## src/rtl/monitor_pkg.sv

```systemverilog
// Shared constants for the vector monitor: default sizing and the layout of a logged entry.
// An entry is {ts, out, x[5:0]} with the timestamp in the upper bits.
package monitor_pkg;

  localparam int DEPTH_DEFAULT = 8;
  localparam int TS_W_DEFAULT  = 16;

  localparam int X_W   = 6;
  localparam int X_LSB = 0;
  localparam int X_MSB = X_LSB + X_W - 1;
  localparam int OUT_BIT = X_MSB + 1;
  localparam int TS_LSB  = OUT_BIT + 1;

  localparam int ENTRY_W_DEFAULT = TS_W_DEFAULT + TS_LSB;

  function automatic int entry_width(input int ts_w);
    return ts_w + TS_LSB;
  endfunction

endpackage

```

## src/rtl/sync_fifo.sv

```systemverilog
// First-word fall-through synchronous FIFO; rd_data always shows the oldest entry.
// A write while full is accepted only when a read frees a slot on the same edge.
module sync_fifo #(
  parameter int WIDTH = 23,
  parameter int DEPTH = 8
) (
  input  logic                     clk,
  input  logic                     rst,
  input  logic                     wr_en,
  input  logic [WIDTH-1:0]         wr_data,
  input  logic                     rd_en,
  output logic [WIDTH-1:0]         rd_data,
  output logic                     full,
  output logic                     empty,
  output logic [$clog2(DEPTH):0]   count
);

  localparam int AW = $clog2(DEPTH);
  localparam int CW = AW + 1;

  logic [WIDTH-1:0] mem [DEPTH];
  logic [AW-1:0]    wr_ptr;
  logic [AW-1:0]    rd_ptr;
  logic             do_wr;
  logic             do_rd;

  assign empty   = (count == '0);
  assign full    = (count == CW'(DEPTH));
  assign do_rd   = rd_en && !empty;
  assign do_wr   = wr_en && (!full || do_rd);
  assign rd_data = mem[rd_ptr];

  // Pointers are exactly AW bits wide, so DEPTH being a power of two gives free wrap.
  always_ff @(posedge clk or posedge rst) begin
    if (rst) begin
      wr_ptr <= '0;
      rd_ptr <= '0;
      count  <= '0;
    end else begin
      if (do_wr) wr_ptr <= wr_ptr + 1'b1;
      if (do_rd) rd_ptr <= rd_ptr + 1'b1;
      case ({do_wr, do_rd})
        2'b10:   count <= count + 1'b1;
        2'b01:   count <= count - 1'b1;
        default: count <= count;
      endcase
    end
  end

  always_ff @(posedge clk) begin
    if (do_wr) mem[wr_ptr] <= wr_data;
  end

endmodule

```

## src/rtl/vector_monitor.sv

```systemverilog
// Logs timestamped {out, x} snapshots whenever the observed vector changes while enabled.
// Entries are buffered in a FWFT FIFO; drops on a full FIFO raise a sticky overflow flag.
module vector_monitor
  import monitor_pkg::*;
#(
  parameter int DEPTH = DEPTH_DEFAULT,
  parameter int TS_W  = TS_W_DEFAULT
) (
  input  logic                     clk,
  input  logic                     rst,
  input  logic                     en,
  input  logic [5:0]               x_in,
  input  logic                     out_in,
  output logic                     rd_valid,
  input  logic                     rd_ready,
  output logic [TS_W+6:0]          rd_data,
  output logic [$clog2(DEPTH):0]   count,
  output logic                     overflow,
  input  logic                     clr_ovf
);

  localparam int EW = entry_width(TS_W);

  logic [TS_W-1:0] ts_q;
  logic [6:0]      last_q;
  logic [6:0]      obs;
  logic            first_q;
  logic            log_edge;
  logic            drop;
  logic            full;
  logic            empty;
  logic [EW-1:0]   wr_data;

  assign obs      = {out_in, x_in};
  assign log_edge = en && (first_q || (obs != last_q));
  // When full, rd_valid is necessarily 1, so rd_ready alone decides whether a slot frees up.
  assign drop     = log_edge && full && !rd_ready;
  assign rd_valid = !empty;

  always_comb begin
    wr_data                      = '0;
    wr_data[EW-1:TS_LSB]         = ts_q;
    wr_data[OUT_BIT]             = out_in;
    wr_data[X_MSB:X_LSB]         = x_in;
  end

  always_ff @(posedge clk or posedge rst) begin
    if (rst) begin
      ts_q    <= '0;
      last_q  <= '0;
      first_q <= 1'b1;
    end else begin
      if (en) begin
        ts_q    <= ts_q + 1'b1;
        first_q <= 1'b0;
      end else begin
        first_q <= 1'b1;
      end
      if (log_edge) last_q <= obs;
    end
  end

  // Set takes priority over clear so a drop is never hidden by a same-cycle clear.
  always_ff @(posedge clk or posedge rst) begin
    if (rst) begin
      overflow <= 1'b0;
    end else if (drop) begin
      overflow <= 1'b1;
    end else if (clr_ovf) begin
      overflow <= 1'b0;
    end
  end

  sync_fifo #(
    .WIDTH (EW),
    .DEPTH (DEPTH)
  ) u_fifo (
    .clk     (clk),
    .rst     (rst),
    .wr_en   (log_edge),
    .wr_data (wr_data),
    .rd_en   (rd_ready),
    .rd_data (rd_data),
    .full    (full),
    .empty   (empty),
    .count   (count)
  );

endmodule

```

## config.mk

```make
export PLATFORM = sky130hd
export DESIGN_NAME = vector_monitor
export DESIGN_NICKNAME = d
export VERILOG_FILES = /design/src/rtl/monitor_pkg.sv /design/src/rtl/sync_fifo.sv /design/src/rtl/vector_monitor.sv
export SDC_FILE = /design/constraint.sdc
export NUM_CORES = 1
export LEC_CHECK = 0
export ABC_AREA = 1
export CELL_PAD_IN_SITES_DETAIL_PLACEMENT = 0
export CELL_PAD_IN_SITES_GLOBAL_PLACEMENT = 1
export CORE_ASPECT_RATIO = 0.9
export CORE_MARGIN = 2
export CORE_UTILIZATION = 44
export CTS_CLUSTER_DIAMETER = 150
export DETAILED_ROUTE_END_ITERATION = 6
export PLACE_DENSITY_LB_ADDON = 0.1
export SLEW_MARGIN = 25
export SYNTH_ARGS = -nofsm -noshare
export SYNTH_HDL_FRONTEND = slang
export SYNTH_SLANG_ARGS = --single-unit
```

## constraint.sdc

```tcl
create_clock -name clk -period 2.7 [get_ports clk]
set_input_delay 0.675 -clock clk [delete_from_list [all_inputs] [get_ports clk]]
set_output_delay 0.675 -clock clk [all_outputs]
set_load 0.005 [all_outputs]
```

# Yosys cells after proc, flatten, opt, wreduce, memory -nomap -nowiden
# Memory sizes are Yosys's and may differ from the RTL's.
# Cells that the tools add are included.
# W data, S select, Z words.
dict set report totals {
  ram_bits 184
  register_bits 35
  in_bits 12
  memories 1
  elab_cells 36
}
dict set report classes {
  n_mux 6
  n_eq_ne 4
  n_reduce_logical 13
  n_addsub 5
}
# name depth word_bits read_ports rd_clocked_by_memory_dff write_ports line
set mem_list {}
lappend mem_list {u_fifo.mem 8 23 1 0 1 sync_fifo.sv:21} ;# logic [WIDTH-1:0] mem [DEPTH];
# operator n
set ops {}
lappend ops {{$add A16 B1 Y16 const B} 1}
lappend ops {{$pmux W4 S2} 1}
lappend ops {{$ne A7 B7 Y1} 1}
lappend ops {{$add A3 B1 Y3 const B} 2}
lappend ops {{$logic_and A1 B1 Y1} 5}
lappend ops {{$mux W1} 5}
lappend ops {{$add A4 B1 Y4 const B} 1}
lappend ops {{$eq A4 B4 Y1 const B} 1}
lappend ops {{$logic_not A4 Y1} 1}
lappend ops {{$reduce_bool A2 Y1} 2}
lappend ops {{$sub A4 B1 Y4 const B} 1}
lappend ops {{$logic_not A1 Y1} 3}
lappend ops {{$eq A2 B1 Y1 const B} 1}
lappend ops {{$eq A2 B2 Y1 const B} 1}
lappend ops {{$logic_or A1 B1 Y1} 2}

# Logic depth before layout (Yosys ltp)
# Gate-level depths: netlist (run 1).
dict set report logic_depth {
  depth_word 7
  mapped_depth 20
  ltp_nobuf 20
}

# By module
# From an unflattened synthesis (run 1), not the netlist that was laid out.
dict set report hier_totals {
  cells_unflattened 750
  hier_area_um2 9096.2
}
# mod n_inst cells_each area_per_inst_um2 seq_area_each_um2
set modules_own_cells {}
lappend modules_own_cells {sync_fifo 1 591 7816.2 5775.5}
lappend modules_own_cells {vector_monitor 1 159 1280.0 626.9}

# Least setup slack after synthesis (run 1)
# OpenSTA, ideal clock, no wires.
dict set report synth_path {
  path_kind {input to register}
  from {input x_in[4]}
  to {memory u_fifo.mem[0][0] (enable)}
  path_buffers 0
  stages 12
  arrival_time_ns 2.474
  setup_slack_ns -0.177
  setup_ns 0.403
  cell_sequence {inv_1 -> nand2_1 -> nand2_1 -> inv_1 -> nand2_1 -> nor2_1 -> nand2_2 -> nand2_4 -> inv_2 -> nand2_1 -> or2_4 -> nor2_1}
}
dict set report synth_via {
  elab_chain_cells 6
}
# item line
set synth_rtl {}
lappend synth_rtl {{start: declaration} vector_monitor.sv:12} ;# input logic [5:0] x_in,
lappend synth_rtl {{$ne A7 B7 Y1} vector_monitor.sv:35} ;# assign log_edge = en && (first_q || (obs != last_q));
lappend synth_rtl {{$logic_or A1 B1 Y1} vector_monitor.sv:35}
lappend synth_rtl {{$logic_and A1 B1 Y1} vector_monitor.sv:35}
lappend synth_rtl {{$logic_and A1 B1 Y1} sync_fifo.sv:30} ;# assign do_wr = wr_en && (!full || do_rd);
lappend synth_rtl {{$mux W1} sync_fifo.sv:51} ;# if (do_wr) mem[wr_ptr] <= wr_data;
lappend synth_rtl {{$mux W1 (implied by the code)} sync_fifo.sv:51}
lappend synth_rtl {{end: declaration} sync_fifo.sv:21}
# Every way passes these cells.

# Worst setup path after layout (run 1)
dict set report layout_path {
  from {register u_fifo.rd_ptr[0]}
  to {output rd_data[2]}
}
dict set report layout_via {
  elab_chain_cells 1
}
# item line
set layout_rtl {}
lappend layout_rtl {{start: declaration} sync_fifo.sv:23} ;# logic [AW-1:0] rd_ptr;
lappend layout_rtl {{start signal: assignment} sync_fifo.sv:41} ;# if (do_rd) rd_ptr <= rd_ptr + 1'b1;
lappend layout_rtl {{$mem_v2 Z8 W23} -}
lappend layout_rtl {{end: declaration} vector_monitor.sv:16} ;# output logic [TS_W+6:0] rd_data,
# Every way passes these cells.

==> results of run 1 <==
## tightest hold or removal path: stages (launching register included)
cell	delay, ns
dfrtp_1	0.36
nand2_1	0.05
o21ai_0	0.06
## cell usage after synthesis (4+ instances only)
| master | n | area share (%) |
|---|---|---|
| a31oi_1 | 23 | 1.6 |
| buf_2 | 14 | 0.79 |
| clkbuf_1 | 21 | 0.88 |
| dfrtp_1 | 34 | 9.5 |
| edfxtp_1 | 184 | 62 |
| ha_1 | 5 | 0.70 |
| inv_1 | 36 | 1.5 |
| nand2_1 | 55 | 2.3 |
| nand2_4 | 4 | 0.51 |
| nand3_1 | 8 | 0.45 |
| nor2_1 | 182 | 7.7 |
| o21ai_0 | 101 | 5.7 |
| o22ai_1 | 24 | 1.7 |
| xnor2_1 | 8 | 0.79 |
| xor2_1 | 11 | 1.1 |
## routing by layer
| metal | vias up | global-route usage, % |
|---|---|---|
| met3 | 42 | 2.47 |
| met1 | 2769 | 26.7 |
| met4 | 0 | 5.61 |
| met2 | 124 | 31.0 |
| li1 | 2778 | - |
| met5 | - | 0 |
## per-stage QoR
step	power [uW]	instances	hold slack, ns	cell area [um^2]
after floorplan	6750	735	0.474	8910
after global placement	8640	1037	0.489	9990
after detailed placement	8730	1037	0.502	9990
after CTS	12100	1095	0.517	11000
after global routing	12800	1104	0.553	11100
final	12100	1104	0.513	11100
## path summary, 6_finish.rpt
check / start / endpoint / slack [ns]
setup reg to reg: u_fifo.count[0]$_DFFE_PP0P_ / u_fifo.count[3]$_DFFE_PP0P_ / 0.50
hold reg to reg: last_q[1]$_DFFE_PP0P_ / last_q[1]$_DFFE_PP0P_ / 0.51
setup / recovery: u_fifo.rd_ptr[0]$_DFFE_PP0P_ / rd_data[2] / -0.04
max in group asynchronous: rst / u_fifo.rd_ptr[0]$_DFFE_PP0P_ / 1.71
min in group asynchronous: rst / last_q[3]$_DFFE_PP0P_ / 0.61
hold / removal: last_q[1]$_DFFE_PP0P_ / last_q[1]$_DFFE_PP0P_ / 0.51
## area by class of cell
| cell class | instances | area (um^2) |
|---|---|---|
| Fill cell | 1610 | 8850 |
| Sequential cell | 219 | 6410 |
| Multi-Input combinational cell | 441 | 2300 |
| Timing Repair Buffer | 110 | 1200 |
| Clock buffer | 35 | 671 |
| Tap cell | 255 | 319 |
| Inverter | 38 | 153 |
| Clock inverter | 6 | 28.8 |
## timing repair
item	in CTS	in global routing
endpoints found under the setup margin	23	23
setup buffers	11	9
gates resized for setup	128	29
pin swaps	18	18
cloned	6	1
## power by group through the flow
stage / Clock, uW / Sequential (uW) / Combinational [uW]
3_3_place_gp: 0 / 4670 / 3980
4_1_cts: 2970 / 4650 / 4460
5_1_grt: 3100 / 4720 / 5010
6_report: 2910 / 4660 / 4570
3_5_place_dp: 0 / 4690 / 4040
2_1_floorplan: 0 / 4590 / 2160
## state kept, by name, summed over array words and instances (netlist names)
signal         count
first_q            1
last_q             7
u_fifo.mem       184
overflow           1
ts_q              16
u_fifo.wr_ptr      3
u_fifo.count       4
u_fifo.rd_ptr      3
## cells by family (layout without fill, tap and decap cells)
kind of cell | after synthesis | after routing
adders and majority gates | 6 | 6
buffers and inverters | 75 | 189
DFF | 219 | 219
and+or+nand+nor | 265 | 265
AOI/OAI and AO/OA | 151 | 151
xor gates and xnor gates | 19 | 19
==> flow_summary.toml, run 1 <==
[run_status]
status = "finished, violations left"
violations = "setup timing"

[yosys]
synth_edf_count = 184
synthFlopType = "edfxtp_1"
synth.distinct_cells = 30
synth-compound-area-share_pct = 9.18
syn_inst = 735
synthesis.nets = 753
synth_top_family_by_area = "simple AND/OR/NAND/NOR gates"
synth_xor_area_share_pct = 1.87
synthArstFlopShare_pct = 16.0
seq_area_frac_synth_pct = 71.8
synth_area_um2 = 8910
synth-simple-area-share_pct = 12.7
postSynthAreaPerCell_um2 = 12.1
synth_fa_ha_area_share_pct = 0.927
synth_seq_cells = 219
synth_mux_area_share_pct = 0
ys_warn_count = 0

[timing]
setup_slack_ns = -0.0363
finalCritPeriodShare_pct = 101
period_needed_ns = 2.74
final.setup_skew_ns = 0.0184
worst-slew-pin-transition_ns = 0.500
setup_viol = 3
drv_slew = 0
rsz0062_at_grt = "yes"
tns_ns = -0.0847
hold_viol = 0
max_freq_ghz = 0.365
slew_headroom_pct = 66.7

[detailed_routing]
finalWirelength_um = 20200
antenna_left = 0
drc_errors = 0
highest_layer = "met4"
first_pass_iters = 4
drtIter0Drc = 459
routedLengthMet1_um = 9360
wl_met3_um = 752
met2_wirelength_um = 9570
num_vias = 5713
post_drt_via_cell_ratio = 5.17
routedWlPerCell_um = 18.3

[clock_network]
cts_hold_buf = 0
tritoncts = "done"
clock_sinks = 219
cts_made_buffers = 23
clk_latency_ns = 0.50
cts_max_path_buffers = 3
cts_root_buf = "clkbuf_16"
path_clk_slew_ns = 0.06
h-tree-depth = 1

[pwr]
p_per_area_nw_per_um2 = 1100
p_seq_share_pct = 38.4
internal_power_uw = 8080
pwr-share-clk_pct = 24.0
comb_power_share_pct = 37.6
ir_drop_mv = 0.652
p_sw_share_pct = 33.4
p_switching_uw = 4050
p_leak_uw = 0.00413

[placed_design]
dpl.hpwl_um = 11100
gp_congestion = 0.750
dp_slack_ns = -0.269
portBuffers = 40

[grt]
grt_pass1_vias = 5604
antenna_found_initial = 0
grt_overflow = 0
grt_max_degree = 36
grt_use_total_pct = 19.0
grt_pass1_wl_um = 31500

[floorplanning]
core_area_um2 = 19900
num_rows = 49
io_pins = 41
fp.dieW_um = 154
die_height_um = 139
start_util_pct = 44.7
die-area_um2 = 21400

[cells_and_area]
drive_above_1_share_pct = 20.3
antennaDiodeCount = 0
area_growth_pct = 24.3
nets = 851
final_util_pct = 55.6
final_cell_mix = "edfxtp_1, nor2_1, o21ai_0"
layout_commonest_cell = "edfxtp_1"

[worst_setup_path]
crit_family = "flip-flops"
crit_buf_inv = 3
worst_setup_path_start_kind = "flop"
path_class = "flop to output pin"
path_cells = "buf_12 -> buf_16 -> o21ai_0 -> o22ai_2 -> nor2_1 -> a31oi_1 -> buf_2"
crit_path_end_kind = "output pin"
cp.depth = 7
slowest_delay_ns = 0.54
crit_path_top_delay_cell = "dfrtp_4"
crit_fanout = 22
r2r_cells = 14
crit_required_ns = 2.03
cp.arrival_ns = 2.06

[job]
max-cap-violations = 0

[hold_path]
hp-class = "flop to flop"
hold_depth = 2
Power figures use the tool's default switching activity.
==> inputs of run 2 (changes only) <==
- CTS_CLUSTER_DIAMETER: 150 -> default
- RECOVER_POWER: default -> 100
==> flow_summary.toml, run 2 (synthesized netlist as in run 1, its figures left out) <==
[timing]
finalCritPeriodShare_pct = 101
max_freq_ghz = 0.365
slew_headroom_pct = 34.9
drv_slew = 0
worst-slew-pin-transition_ns = 0.976
setup_viol = 5
setup_slack_ns = -0.0374
final.setup_skew_ns = 0.0179
hold_viol = 0
rsz0062_at_grt = "yes"
period_needed_ns = 2.74

[pwr]
p_sw_share_pct = 33.5
ir_drop_mv = 0.652
p_leak_uw = 0.00410
p_seq_share_pct = 38.4
internal_power_uw = 8070
pwr-share-clk_pct = 23.9
comb_power_share_pct = 37.6
p_switching_uw = 4060
p_per_area_nw_per_um2 = 1100

[clock_network]
clock_sinks = 219
h-tree-depth = 1
path_clk_slew_ns = 0.06
tritoncts = "done"
clk_latency_ns = 0.50
cts_made_buffers = 23
cts_root_buf = "clkbuf_16"
cts_max_path_buffers = 3
cts_hold_buf = 0

[worst_setup_path]
worst_setup_path_start_kind = "flop"
crit_required_ns = 2.03
crit_fanout = 22
crit_path_end_kind = "output pin"
path_cells = "buf_12 -> buf_16 -> o21ai_0 -> o22ai_2 -> nor2_1 -> a31oi_1 -> buf_2"
slowest_delay_ns = 0.54
crit_path_top_delay_cell = "dfrtp_4"
crit_family = "flip-flops"
crit_buf_inv = 3
path_class = "flop to output pin"
cp.arrival_ns = 2.06

[grt]
grt_pass1_wl_um = 31500
grt_overflow = 0
grt_pass1_vias = 5604
antenna_found_initial = 0
grt_max_degree = 36
grt_use_total_pct = 19.0

[floorplanning]
start_util_pct = 44.7
die_height_um = 139
core_area_um2 = 19900
num_rows = 49
die-area_um2 = 21400
io_pins = 41
fp.dieW_um = 154

[placed_design]
portBuffers = 40
gp_congestion = 0.750
dp_slack_ns = -0.269
placed_cell_area_um2 = 9990
dpl.hpwl_um = 11100

[detailed_routing]
num_vias = 5726
finalWirelength_um = 20300
post_drt_via_cell_ratio = 5.19
routedWlPerCell_um = 18.4
first_pass_iters = 4
drc_errors = 0
drtIter0Drc = 437
antenna_left = 0

[cells_and_area]
largest_reg_flops = 184
reg_top3 = "u_fifo.mem: 184 flops, ts_q: 16 flops, last_q: 7 flops"
max_flop_register = "u_fifo.mem"
fin_area_um2 = 11000
antennaDiodeCount = 0
final_cell_mix = "edfxtp_1, nor2_1, o21ai_0"
nets = 851
area_growth_pct = 23.9
layout_commonest_cell = "edfxtp_1"
drive_above_1_share_pct = 19.3

[run_status]
status = "finished, violations left"
violations = "setup timing"

[job]
max-cap-violations = 0

[hold_path]
hp-class = "flop to flop"
run 2: changes by cell type in the layout (fill, tap and decap cells not counted):
cell,before,now
buf_4,39,30
dlygate4sd3_1,0,9
clkdlybuf4s50_1,17,8
clkbuf_1,7,15
clkbuf_2,2,3
run 2: through the flow:
step | utilization [%] | cells | setup TNS [ns] | power (uW) | hold WS [ns]
4_1_cts | 55.1 | 1095 | -0.304 | 12100 | 0.517
5_1_grt | 55.4 | 1104 | -1.37 | 12800 | 0.553
3_3_place_gp | 50.1 | 1037 | -3.10 | 8640 | 0.489
6_report | 55.4 | 1104 | -0.120 | 12100 | 0.513
2_1_floorplan | - | 735 | -16.24 | 6750 | 0.474
3_5_place_dp | 50.1 | 1037 | -3.77 | 8730 | 0.502
run 2: path summary, 6_finish.rpt:
check	start	end	slack, ns	cells after the start
worst min register to register	last_q[1]$_DFFE_PP0P_	last_q[1]$_DFFE_PP0P_	0.51	2
worst max register to register	u_fifo.count[0]$_DFFE_PP0P_	u_fifo.count[3]$_DFFE_PP0P_	0.48	14
min in group asynchronous	rst	u_fifo.wr_ptr[2]$_DFFE_PP0P_	0.93	3
worst min-delay path	last_q[1]$_DFFE_PP0P_	last_q[1]$_DFFE_PP0P_	0.51	2
max in group asynchronous	rst	u_fifo.rd_ptr[0]$_DFFE_PP0P_	1.06	3
worst max-delay path	u_fifo.rd_ptr[0]$_DFFE_PP0P_	rd_data[2]	-0.04	7
run 2: area by class of cell:
type / instances / area [um^2]
repair buffers: 110 / 1170
fillers: 1620 / 8880
well taps: 255 / 319
flip-flops and latches: 219 / 6410
inverters: 38 / 153
clock inverters: 6 / 28.8
multi-input cells: 441 / 2300
clock buffers: 35 / 671
run 2: timing repair:
item,4_1_cts,5_1_grt
gates cloned,6,1
setup endpoints to repair,23,23
gates resized for setup,128,29
pin swaps,18,18
setup buffers,11,9
run 2: worst reg2reg max path: cells and delay by family, from the launching register on:
kind	cells	cell delay (ns)
compound gates	1	0.22
fa+ha+maj	1	0.31
buf+inv	3	0.16
flops	1	0.44
simple gates	9	0.99
run 2: metal layers:
| layer | vias to the layer above | share of wire, % | global-route usage, % |
|---|---|---|---|
| li1 | 2776 | - | - |
| met4 | 0 | 2.7 | 5.61 |
| met3 | 42 | 3.4 | 2.47 |
| met1 | 2795 | 47 | 26.7 |
| met5 | - | 0 | 0 |
| met2 | 113 | 47 | 31.0 |
run 2: power by group through the flow:
stage	Sequential, uW	Clock [uW]	Combinational (uW)
finish	4660	2910	4570
global route	4720	3100	5000
CTS	4650	2970	4460
detailed placement	4690	0	4040
global placement	4670	0	3980
floorplan	4590	0	2160
==> inputs of run 3 (changes only) <==
- PLACE_DENSITY_LB_ADDON: 0.1 -> 0.12
- SETUP_SLACK_MARGIN: default -> 0.15
- SLEW_MARGIN: 25 -> 5
==> flow_summary.toml, run 3 (synthesized netlist as in run 1, its figures left out) <==
[run_status]
status = "finished, violations left"
violations = "setup timing"

[detailed_routing]
routedWlPerCell_um = 20.7
highest_layer = "met4"
first_pass_iters = 5
antenna_left = 0
finalWirelength_um = 23300
drtIter0Drc = 450
num_vias = 6023
post_drt_via_cell_ratio = 5.34
drc_errors = 0
wl_met3_um = 996
met2_wirelength_um = 11100
routedLengthMet1_um = 10700

[cells_and_area]
final_cell_mix = "edfxtp_1, nor2_1, nand2_1"
largest_reg_flops = 184
layout_commonest_cell = "edfxtp_1"
antennaDiodeCount = 0
max_flop_register = "u_fifo.mem"
fin_area_um2 = 11600
nets = 876
drive_above_1_share_pct = 23.4
reg_top3 = "u_fifo.mem: 184 flops, ts_q: 16 flops, last_q: 7 flops"
area_growth_pct = 29.6

[worst_setup_path]
crit_family = "buffers and inverters"
path_class = "flop to output pin"
crit_path_top_delay_cell = "dfrtp_2"
crit_fanout = 7
crit_required_ns = 2.03
crit_buf_inv = 4
crit_path_end_kind = "output pin"
path_cells = "buf_6 -> buf_6 -> buf_16 -> nor2_1 -> nor2_1 -> o21ai_0 -> a31oi_2 -> buf_2"
worst_setup_path_start_kind = "flop"
cp.arrival_ns = 2.06
slowest_delay_ns = 0.46

[clock_network]
cts_root_buf = "clkbuf_16"
cts_hold_buf = 0
path_clk_slew_ns = 0.06
tritoncts = "done"
cts_made_buffers = 23
clk_latency_ns = 0.50
h-tree-depth = 1
cts_max_path_buffers = 3
clock_sinks = 219

[timing]
hold_slack_ns = 0.514
setup_slack_ns = -0.0347
final.setup_skew_ns = 0.00947
finalCritPeriodShare_pct = 101
drv_slew = 0
hold_viol = 0
worst-slew-pin-transition_ns = 1.07
max_freq_ghz = 0.366
rsz0062_at_grt = "yes"
setup_viol = 2
slew_headroom_pct = 28.3
period_needed_ns = 2.73

[grt]
antenna_found_initial = 0
grt_use_total_pct = 21.5
grt_pass1_vias = 6063
grt_overflow = 0
grt_pass1_wl_um = 35200
grt_max_degree = 48

[placed_design]
dpl.hpwl_um = 12200
placed_cell_area_um2 = 10000
portBuffers = 40
gp_congestion = 0.772

[pwr]
ir_drop_mv = 0.710
p_leak_uw = 0.00435
p_per_area_nw_per_um2 = 1150

[floorplanning]
start_util_pct = 44.7
die-area_um2 = 21400
num_rows = 49
die_height_um = 139
io_pins = 41
core_area_um2 = 19900
fp.dieW_um = 154

[hold_path]
hp-class = "flop to flop"

[job]
max-cap-violations = 0
==> run 3: changes by cell type in the layout (fill, tap and decap cells not counted), sizes merged <==
cell and delta:
buf +5, bufbuf +3, bufinv +1, clkbuf +17, clkdlybuf4s25 +2, clkdlybuf4s50 -6
clkinvlp -1, dlygate4sd3 +4, inv -1
==> run 3: worst register-to-register path: stages (launching register included) <==
cell and delay (ns):
dfrtp_1 0.39, inv_1 0.06, nand2_1 0.04, nand2_1 0.05
inv_1 0.04, nand2_1 0.08, nor2_2 0.04, nand2_1 0.09
nand2_1 0.12, clkbuf_4 0.15, inv_1 0.08, nand2_1 0.07
or2_4 0.27, nor2_2 0.19, buf_12 0.21
==> run 3: worst paths after layout <==
path                                              startpoint  cells past startpoint                      endpoint  slack (ns)
max in group asynchronous                                rst                      3  u_fifo.rd_ptr[0]$_DFFE_PP0P_        1.02
min in group asynchronous                                rst                      3           ts_q[2]$_DFFE_PP0P_        0.95
worst max register to register         last_q[2]$_DFFE_PP0P_                     14   u_fifo.mem[0][17]$_DFFE_PP_        0.49
worst max-delay path            u_fifo.rd_ptr[0]$_DFFE_PP0P_                      8                    rd_data[6]       -0.03
worst min register to register         last_q[6]$_DFFE_PP0P_                      2         last_q[6]$_DFFE_PP0P_        0.51
worst min-delay path                   last_q[6]$_DFFE_PP0P_                      2         last_q[6]$_DFFE_PP0P_        0.51
==> run 3: per-layer routing <==
metal,up-vias,GRT usage (%)
met1,2983,30.6
met3,32,2.94
met4,0,5.02
met2,170,35.6
met5,-,0
li1,2838,-
==> run 3: area by class of cell <==
| class | instances | area (um^2) |
|---|---|---|
| fill | 1655 | 8370 |
| multi-input combinational | 441 | 2360 |
| tap | 255 | 319 |
| inverter | 38 | 148 |
| sequential | 219 | 6400 |
| clock inverter | 5 | 48.8 |
| clock buffer | 35 | 671 |
| timing repair buffer | 135 | 1600 |
==> run 3: stage by stage <==
stage	total power, uW	worst slack (ns)	cells	util (%)	setup TNS, ns
6_report	13300	-0.0347	1128	58.0	-0.0367
5_1_grt	14000	-0.136	1128	58.0	-3.30
4_1_cts	12900	-0.0114	1119	57.4	-0.0114
3_5_place_dp	8710	-0.240	1043	50.4	-23.71
3_3_place_gp	8680	-0.187	1043	50.4	-24.03
2_1_floorplan	6760	-0.177	735	-	-16.24
==> run 3: power breakdown <==
part,internal [uW],switching [uW]
clock network,1800,1230
registers,4300,383
logic,2740,2880
total,8830,4490
==> run 3: what timing repair did <==
action,CTS,global route
gates resized for setup,159,76
pin swaps,21,25
endpoints found under the hold margin,0,0
cloned,15,5
buffers inserted,21,5
endpoints found under the setup margin,23,24
